**config.mk**
```make
export PLATFORM = sky130hd
export DESIGN_NAME = pll_supervisor
export DESIGN_NICKNAME = d
export VERILOG_FILES = /design/src/rtl/pll_supervisor.sv
export SDC_FILE = /design/constraint.sdc
export NUM_CORES = 1
export LEC_CHECK = 0
export ABC_AREA = 1
export CAP_MARGIN = 20
export CORE_ASPECT_RATIO = 1.4
export CORE_MARGIN = 2
export CORE_UTILIZATION = 40
export DETAILED_ROUTE_END_ITERATION = 10
export GPL_TIMING_DRIVEN = 0
export HOLD_SLACK_MARGIN = 0.03
export PLACE_DENSITY = 0.72
export SYNTH_ARGS = -nofsm -noshare
export SYNTH_HDL_FRONTEND = slang
export SYNTH_SLANG_ARGS = --single-unit
```
**constraint.sdc**
```tcl
create_clock -name clock_in -period 1.95 [get_ports clock_in]
set_clock_uncertainty 0.15 [all_clocks]
set_input_delay 0.4875 -clock clock_in [delete_from_list [all_inputs] [get_ports clock_in]]
set_output_delay 0.4875 -clock clock_in [all_outputs]
set_load 0.1 [all_outputs]
```
**src/rtl/pll_supervisor.sv**
```systemverilog
// PLL supervisor: sequences PLL RESETB, waits for a qualified LOCK and releases
// the downstream reset, with saturating retry and lock-loss statistics.
module pll_supervisor #(
   parameter int RST_CYCLES    = 16,
   parameter int LOCK_TIMEOUT  = 65535,
   parameter int STABLE_CYCLES = 1024,
   parameter int CNT_W         = 16,
   parameter int ERR_W         = 8
) (
   input  logic             clock_in,
   input  logic             resetn,
   input  logic             locked,
   input  logic             relock_req,
   input  logic             clear_stats,
   output logic             pll_resetb,
   output logic             sys_rst_n,
   output logic             ready,
   output logic [1:0]       state,
   output logic [ERR_W-1:0] retry_cnt,
   output logic [ERR_W-1:0] loss_cnt
);

   typedef enum logic [1:0] {
      ST_PLL_RST   = 2'd0,
      ST_WAIT_LOCK = 2'd1,
      ST_STABLE    = 2'd2,
      ST_RUN       = 2'd3
   } state_t;

   localparam logic [CNT_W-1:0] RST_LAST    = CNT_W'(RST_CYCLES - 1);
   localparam logic [CNT_W-1:0] LOCK_LAST   = CNT_W'(LOCK_TIMEOUT - 1);
   localparam logic [CNT_W-1:0] STABLE_LAST = CNT_W'(STABLE_CYCLES - 1);
   localparam logic [ERR_W-1:0] ERR_MAX     = {ERR_W{1'b1}};

   state_t           state_r;
   state_t           state_nx_s;
   logic [CNT_W-1:0] cnt_r;
   logic             lock_meta_r;
   logic             lock_sync_r;
   logic             retry_inc_s;
   logic             loss_inc_s;

   assign state = state_r;

   // Next-state decision; relock_req outranks every lock-based transition.
   always_comb begin
      state_nx_s  = state_r;
      retry_inc_s = 1'b0;
      loss_inc_s  = 1'b0;
      case (state_r)
         ST_PLL_RST: begin
            if (cnt_r == RST_LAST) begin
               state_nx_s = ST_WAIT_LOCK;
            end else begin
               state_nx_s = ST_PLL_RST;
            end
         end
         ST_WAIT_LOCK: begin
            if (relock_req) begin
               state_nx_s = ST_PLL_RST;
            end else if (lock_sync_r) begin
               state_nx_s = ST_STABLE;
            end else if (cnt_r == LOCK_LAST) begin
               state_nx_s  = ST_PLL_RST;
               retry_inc_s = 1'b1;
            end else begin
               state_nx_s = ST_WAIT_LOCK;
            end
         end
         ST_STABLE: begin
            if (relock_req) begin
               state_nx_s = ST_PLL_RST;
            end else if (!lock_sync_r) begin
               state_nx_s = ST_WAIT_LOCK;
            end else if (cnt_r == STABLE_LAST) begin
               state_nx_s = ST_RUN;
            end else begin
               state_nx_s = ST_STABLE;
            end
         end
         ST_RUN: begin
            if (relock_req) begin
               state_nx_s = ST_PLL_RST;
            end else if (!lock_sync_r) begin
               state_nx_s = ST_PLL_RST;
               loss_inc_s = 1'b1;
            end else begin
               state_nx_s = ST_RUN;
            end
         end
         default: begin
            state_nx_s = ST_PLL_RST;
         end
      endcase
   end

   // Synchroniser, state, phase counter and outputs decoded from the next state.
   always_ff @(posedge clock_in) begin
      if (!resetn) begin
         lock_meta_r <= 1'b0;
         lock_sync_r <= 1'b0;
         state_r     <= ST_PLL_RST;
         cnt_r       <= '0;
         pll_resetb  <= 1'b0;
         sys_rst_n   <= 1'b0;
         ready       <= 1'b0;
      end else begin
         lock_meta_r <= locked;
         lock_sync_r <= lock_meta_r;
         state_r     <= state_nx_s;
         if (state_nx_s != state_r) begin
            cnt_r <= '0;
         end else begin
            cnt_r <= cnt_r + CNT_W'(1);
         end
         pll_resetb <= (state_nx_s != ST_PLL_RST);
         sys_rst_n  <= (state_nx_s == ST_RUN);
         ready      <= (state_nx_s == ST_RUN);
      end
   end

   // Saturating statistics; a clear request overrides a same-cycle increment.
   always_ff @(posedge clock_in) begin
      if (!resetn) begin
         retry_cnt <= '0;
         loss_cnt  <= '0;
      end else if (clear_stats) begin
         retry_cnt <= '0;
         loss_cnt  <= '0;
      end else begin
         if (retry_inc_s && (retry_cnt != ERR_MAX)) begin
            retry_cnt <= retry_cnt + ERR_W'(1);
         end else begin
            retry_cnt <= retry_cnt;
         end
         if (loss_inc_s && (loss_cnt != ERR_MAX)) begin
            loss_cnt <= loss_cnt + ERR_W'(1);
         end else begin
            loss_cnt <= loss_cnt;
         end
      end
   end

endmodule

```
==> results of run 1 <==
## worst min-delay path, delay by kind of cell, from the launching register on
family,cells,cell delay [ns]
simple gates,1,0.05
flops,1,0.31
buf+inv,1,0.04
## area by class of cell
type	instances	share of cell area, %
clock inverters	2	0.517
well taps	64	3.01
plain buffers	3	1.22
clock buffers	6	2.73
flip-flops and latches	38	30.2
inverters	46	6.59
multi-input cells	191	43.1
repair buffers	32	12.7
## path summary, 6_finish.rpt
path | startpoint | endpoint | slack [ns] | cells past startpoint
max | retry_cnt[5]$_SDFFE_PP0P_ | retry_cnt[5] | 0.04 | 1
min | lock_meta_r$_SDFF_PN0_ | lock_sync_r$_SDFF_PN0_ | 0.27 | 2
max reg2reg | cnt_r[0]$_SDFF_PP0_ | cnt_r[7]$_SDFF_PP0_ | 0.12 | 13
min reg2reg | lock_meta_r$_SDFF_PN0_ | lock_sync_r$_SDFF_PN0_ | 0.27 | 2
## power breakdown
| part | switching (mW) | leakage [nW] | internal, mW |
|---|---|---|---|
| Clock | 0.284 | 0.0452 | 0.252 |
| Sequential | 0.0112 | 0.322 | 0.780 |
| Combinational | 0.0365 | 0.677 | 0.0355 |
## state kept, by name, summed over array words and instances, names as in the netlist
register / count
ready: 1
lock_sync_r: 1
state: 2
loss_cnt: 8
retry_cnt: 8
lock_meta_r: 1
cnt_r: 16
pll_resetb: 1
## per-stage QoR
stage          worst slack [ns]  cell area [sq um]
5_1_grt                 -0.0177               2660
3_5_place_dp             -0.384               2410
6_report                 0.0448               2660
2_1_floorplan            0.0486               2080
4_1_cts                 0.00666               2530
3_3_place_gp             -0.354               2410
## per-layer routing
metal,vias to the layer above,global-route usage (%),wire [microns]
li1,950,-,-
met1,826,16.4,1750
met2,20,32.1,2360
met3,6,4.33,123
met4,0,6.96,71
met5,-,0,0
## Yosys cell counts
library cell / number / area (sq um)
a21oi_1: 10 / 50.1
a31oi_1: 1 / 6.26
and3_1: 1 / 6.26
buf_12: 1 / 20.0
buf_4: 1 / 7.51
clkbuf_1: 1 / 3.75
dfxtp_1: 38 / 761
ha_1: 4 / 50.1
inv_1: 43 / 161
inv_2: 3 / 11.3
nand2_1: 46 / 173
nand2_2: 6 / 37.5
nand2_4: 1 / 11.3
nand3_1: 15 / 75.1
nand3_2: 1 / 10.0
nand3_4: 1 / 17.5
nand3b_1: 1 / 7.51
nand4_1: 13 / 81.3
nor2_1: 39 / 146
nor2_2: 3 / 18.8
nor2_4: 14 / 158
nor3_1: 8 / 40.0
nor4_1: 1 / 6.26
o21ai_0: 7 / 35.0
o21ai_1: 1 / 5.00
o21bai_1: 1 / 7.51
xnor2_1: 8 / 70.1
xor2_1: 9 / 78.8
## logic make-up after synthesis
family | after synthesis | share of synthesized area, %
and+or+nand+nor | 150 | 38.3
adders and majority gates | 4 | 2.43
DFF | 38 | 37.0
AOI/OAI and AO/OA | 20 | 5.05
buffers and inverters | 49 | 9.92
xor gates and xnor gates | 17 | 7.24
## repair_timing
item | in CTS | in global routing
endpoints found under the setup margin | 40 | 21
pin swaps | 0 | 8
gates cloned | 0 | 1
setup buffers | 0 | 6
gates resized for setup | 66 | 31
==> results.md, run 1 <==
- CP max-delay cell: clkdlybuf4s15_2
- Clock root buffer: clkbuf_8
- Maximum fanout along the worst path: 5
- Reg clk slew, reported paths: 0.08 ns
- Grt total ovfl: 0
- Most frequent cells in the layout: 45 x nand2_1, 40 x inv_1, 37 x nor2_1
- DRC: 0
- Placed cell count: 367
- Clock Sinks: 38
- Area of the multi-input gates: 1150 sq um
- Die height: 88.8 microns
- Critical Path, Cell by Cell: clkdlybuf4s15_2
- Total number of vias: 1,802
- Core area: 4920 sq um
- Initial core utilization: 41.8%
- Antenna fix cells: 0
- Maximum vdd ir drop: 0.415 mV
- Vias/cell: 4.72
- Worst EP required: 1.31 ns
- Startpoint types: flop
- Max-slew violations: 0
- CP delay by family, top: buffers and inverters
- Maxcap violations: 0
- DRT Pass-1 Iters: 4
- IO Count: 26
- WP buf/inv: 1
- PwrDens: 526 nW/um^2
- Setup violators final: 0
- Worst skew pair latency: 0.30 ns
- Synth-to-Final Area Change: 29.4%
- Critical path type: reg -> out
- Post-Syn Area: 2060 sq um
- Synth warn: 0
- Iter 0 DRT Violations: 34
- All-Layer GR Usage: 16.5%
- Outcome: finished, final reports clean
- Crit. End Element: output port
- F_max: 0.525 GHz
- Commonest non-fill, non-tap cell in the layout: nand2_1
- Fin nets: 326
- DPL Wire Length: 3.22 mm
- Final core utilization: 54.1%
- Avg Cell Area, Syn: 7.39 sq um
- Leakage dissipation: 1.04 nW
- Overall Power: 1.40 mW
- Largest net degree at the start of global routing: 13
- Die area: 5740 sq um
- Synth Instances: 278
- Initial antenna violation count: 0
- Layout Cells excl Fill: 382
- Htree depth: 2
- GP Congestion: 0.802
- Slew margin rel.: 63.2%
- Setup TNS: 0 ns
- TritonCTS Buffers: 5
- Cts hold-fix bufs: 0
- Synth Net Count: 287
- Detail Route Antenna Nets: 0
- Port bufs: 25
- Fillers: 465
- Reg area: 803 sq um
- Yosys reg bits: 38
- Final hold vios: 0
- CTS tree: built
- Slew @ Worst Pin: 0.554 ns
- Sequential fraction of the synthesis area: 37.0%
- First-pass GRT wire length: 7.31 mm
- DR WL/cell: 11.3 microns
- Final wirelength: 4.30 mm
- WP data arrival: 1.27 ns
- Final Cycle Share: 97.7%
- Clk buf depth: 2
- Number of global-route vias before repair: 1,756
- Synth cell types: 28
- Share of cells above drive strength 1: 33.0%
- Worst path max stage delay: 0.58 ns
- HP Class: reg -> reg
- Min Clock Period, post-route: 1.91 ns
- Die span in x: 64.6 microns
- Final hold slack: 0.269 ns
- Cell row count: 30
Note: power is estimated with default switching activity, not from simulation.
==> inputs of run 2 (changes only) <==
--- a/config.mk
+++ b/config.mk
@@ -6,13 +6,14 @@
 export NUM_CORES = 1
 export LEC_CHECK = 0
 export ABC_AREA = 1
-export CAP_MARGIN = 20
+export CAP_MARGIN = 25
 export CORE_ASPECT_RATIO = 1.4
 export CORE_MARGIN = 2
 export CORE_UTILIZATION = 40
 export DETAILED_ROUTE_END_ITERATION = 10
 export GPL_TIMING_DRIVEN = 0
 export HOLD_SLACK_MARGIN = 0.03
+export MAX_ROUTING_LAYER = met4
 export PLACE_DENSITY = 0.72
 export SYNTH_ARGS = -nofsm -noshare
 export SYNTH_HDL_FRONTEND = slang
==> results.md, run 2 (synthesized netlist as in run 1, its figures left out) <==
- Leakage dissipation: 1.04 nW (unchanged)
- Top Registers: cnt_r: 16 flops, loss_cnt: 8 flops, retry_cnt: 8 flops
- Final hold vios: 0 (unchanged)
- First-pass GRT wire length: 7.31 mm (unchanged)
- Antenna fix cells: 0 (unchanged)
- Clock root buffer: clkbuf_8
- Vias/cell: 4.75 (+0.78%)
- Cell row count: 30 (unchanged)
- Synth-to-Final Area Change: 29.4% (unchanged)
- Number of global-route vias before repair: 1,756 (unchanged)
- Largest register FFs: 16 (unchanged)
- WP data arrival: 1.27 ns (about the same)
- DRC: 0 (unchanged)
- TritonCTS Buffers: 5 (unchanged)
- HP Class: reg -> reg
- Critical Path, Cell by Cell: clkdlybuf4s15_2
- IO Count: 26 (unchanged)
- Worst path max stage delay: 0.58 ns (about the same)
- Largest net degree at the start of global routing: 13 (unchanged)
- PwrDens: 527 nW/um^2 (about the same)
- Comb power frac: 5.2% (about the same)
- Clk buf depth: 2 (unchanged)
- DRT Pass-1 Iters: 4 (unchanged)
- Commonest non-fill, non-tap cell in the layout: nand2_1
- Initial antenna violation count: 0 (unchanged)
- Dpl cell area: 2410 sq um (unchanged)
- GP Congestion: 0.813 (+1.4%)
- DPL Wire Length: 3.22 mm (unchanged)
- Final Cycle Share: 97.7% (about the same)
- Die area: 5740 sq um (unchanged)
- Iter 0 DRT Violations: 38 (+12%)
- Slew @ Worst Pin: 0.559 ns (+0.00446 ns)
- Core area: 4920 sq um (unchanged)
- Net Switching: 0.333 mW (+0.42%)
- Grt total ovfl: 0 (unchanged)
- Fillers: 465 (unchanged)
- Initial core utilization: 41.8% (unchanged)
- Slew margin rel.: 62.9% (-0.30 points)
- CP delay by family, top: buffers and inverters
- WP buf/inv: 1 (unchanged)
- Finished Cell Area: 2660 sq um (unchanged)
- Setup violators final: 0 (unchanged)
- Share of cells above drive strength 1: 33.0% (unchanged)
- Maxcap violations: 0 (unchanged)
- Clock Sinks: 38 (unchanged)
- Setup TNS: 0 ns (unchanged)
- DR WL/cell: 11.3 microns (+0.63%)
- Die height: 88.8 microns (unchanged)
- Port bufs: 25 (unchanged)
- All-Layer GR Usage: 17.0% (+0.51 points)
- CP max-delay cell: clkdlybuf4s15_2
- Detail Route Antenna Nets: 0 (unchanged)
- Worst skew pair latency: 0.30 ns (about the same)
- CTS tree: built
- Crit. End Element: output port
- Sw frac: 23.8% (+0.075 points)
- Outcome: finished, final reports clean
- Max-slew violations: 0 (unchanged)
- Final wirelength: 4.33 mm (+0.63%)
- Most frequent cells in the layout: 45 x nand2_1, 40 x inv_1, 37 x nor2_1
- Reg clk slew, reported paths: 0.08 ns (about the same)
- Htree depth: 2 (unchanged)
- Startpoint types: flop
- Critical path type: reg -> out
- Maximum vdd ir drop: 0.416 mV (about the same)
- Maximum fanout along the worst path: 5 (unchanged)
- Fin nets: 326 (unchanged)
- Worst EP required: 1.31 ns (about the same)
- F_max: 0.525 GHz (about the same)
- Total number of vias: 1,816 (+0.78%)
- Largest reg by FF count: cnt_r
- Internal power: 1.07 mW (unchanged)
- Min Clock Period, post-route: 1.91 ns (+0.000834 ns)
- Die span in x: 64.6 microns (unchanged)
- Sequential power share: 56.5% (about the same)
- Clk network pwr share: 38.4% (about the same)
[run 2: cell counts in the layout (fill, tap and decap cells not counted)]
Identical to the previous run, type by type.
[run 2: final cells by class]
class | count | area, sq um | share of cell area [%]
buffer | 3 | 32.5 | 1.22
clock buffer | 6 | 72.6 | 2.73
clock inverter | 2 | 13.8 | 0.517
inverter | 46 | 175 | 6.59
multi-input combinational | 191 | 1150 | 43.1
sequential | 38 | 803 | 30.2
tap | 64 | 80.1 | 3.01
timing repair buffer | 32 | 337 | 12.7
[run 2: worst reg2reg max path: stages (launching register included)]
cell	delay, ns
dfxtp_4	0.37
inv_2	0.06
ha_4	0.13
inv_2	0.03
nor2_2	0.08
nand2_2	0.07
nor2_4	0.11
nor2_4	0.06
nor2_4	0.11
nand3_2	0.09
nand2_2	0.08
nand3_4	0.14
clkbuf_16	0.22
nor2_4	0.07
[run 2: final timing paths]
kind	startpoint	end	slack (ns)	cells past startpoint
min reg2reg	lock_meta_r$_SDFF_PN0_	lock_sync_r$_SDFF_PN0_	0.27	2
max	retry_cnt[5]$_SDFFE_PP0P_	retry_cnt[5]	0.04	1
max reg2reg	cnt_r[0]$_SDFF_PP0_	cnt_r[7]$_SDFF_PP0_	0.12	13
min	lock_meta_r$_SDFF_PN0_	lock_sync_r$_SDFF_PN0_	0.27	2
[run 2: power by group through the flow]
stage,Clock (mW),Combinational [mW],Sequential [mW]
2_1_floorplan,0,0.0391,0.804
4_1_cts,0.559,0.0582,0.787
3_3_place_gp,0,0.0556,0.805
3_5_place_dp,0,0.0575,0.805
5_1_grt,0.596,0.0812,0.792
6_report,0.537,0.0723,0.791
[run 2: per-stage QoR]
step / setup WS (ns) / power, mW / util, % / hold slack, ns / std cells
final: 0.0439 / 1.40 / 54.1 / 0.269 / 382
after global routing: -0.0171 / 1.47 / 54.1 / 0.298 / 382
after CTS: 0.00666 / 1.40 / 51.5 / 0.278 / 375
after detailed placement: -0.384 / 0.863 / 49.1 / 0.257 / 367
after global placement: -0.354 / 0.861 / 49.1 / 0.256 / 367
after floorplan: 0.0486 / 0.843 / - / 0.240 / 278
[run 2: what timing repair did]
action	in CTS	in global routing
pin swaps	0	8
hold buffers	0	0
setup buffers	0	6
cloned	0	1
gates resized for setup	66	31
endpoints found under the setup margin	40	21
[run 2: per-layer routing]
metal | part of all wire, % | GRT usage (%)
met1 | 41 | 16.7
met2 | 55 | 32.1
met3 | 2.7 | 3.82
met4 | 1.8 | 6.96
met5 | 0 | -
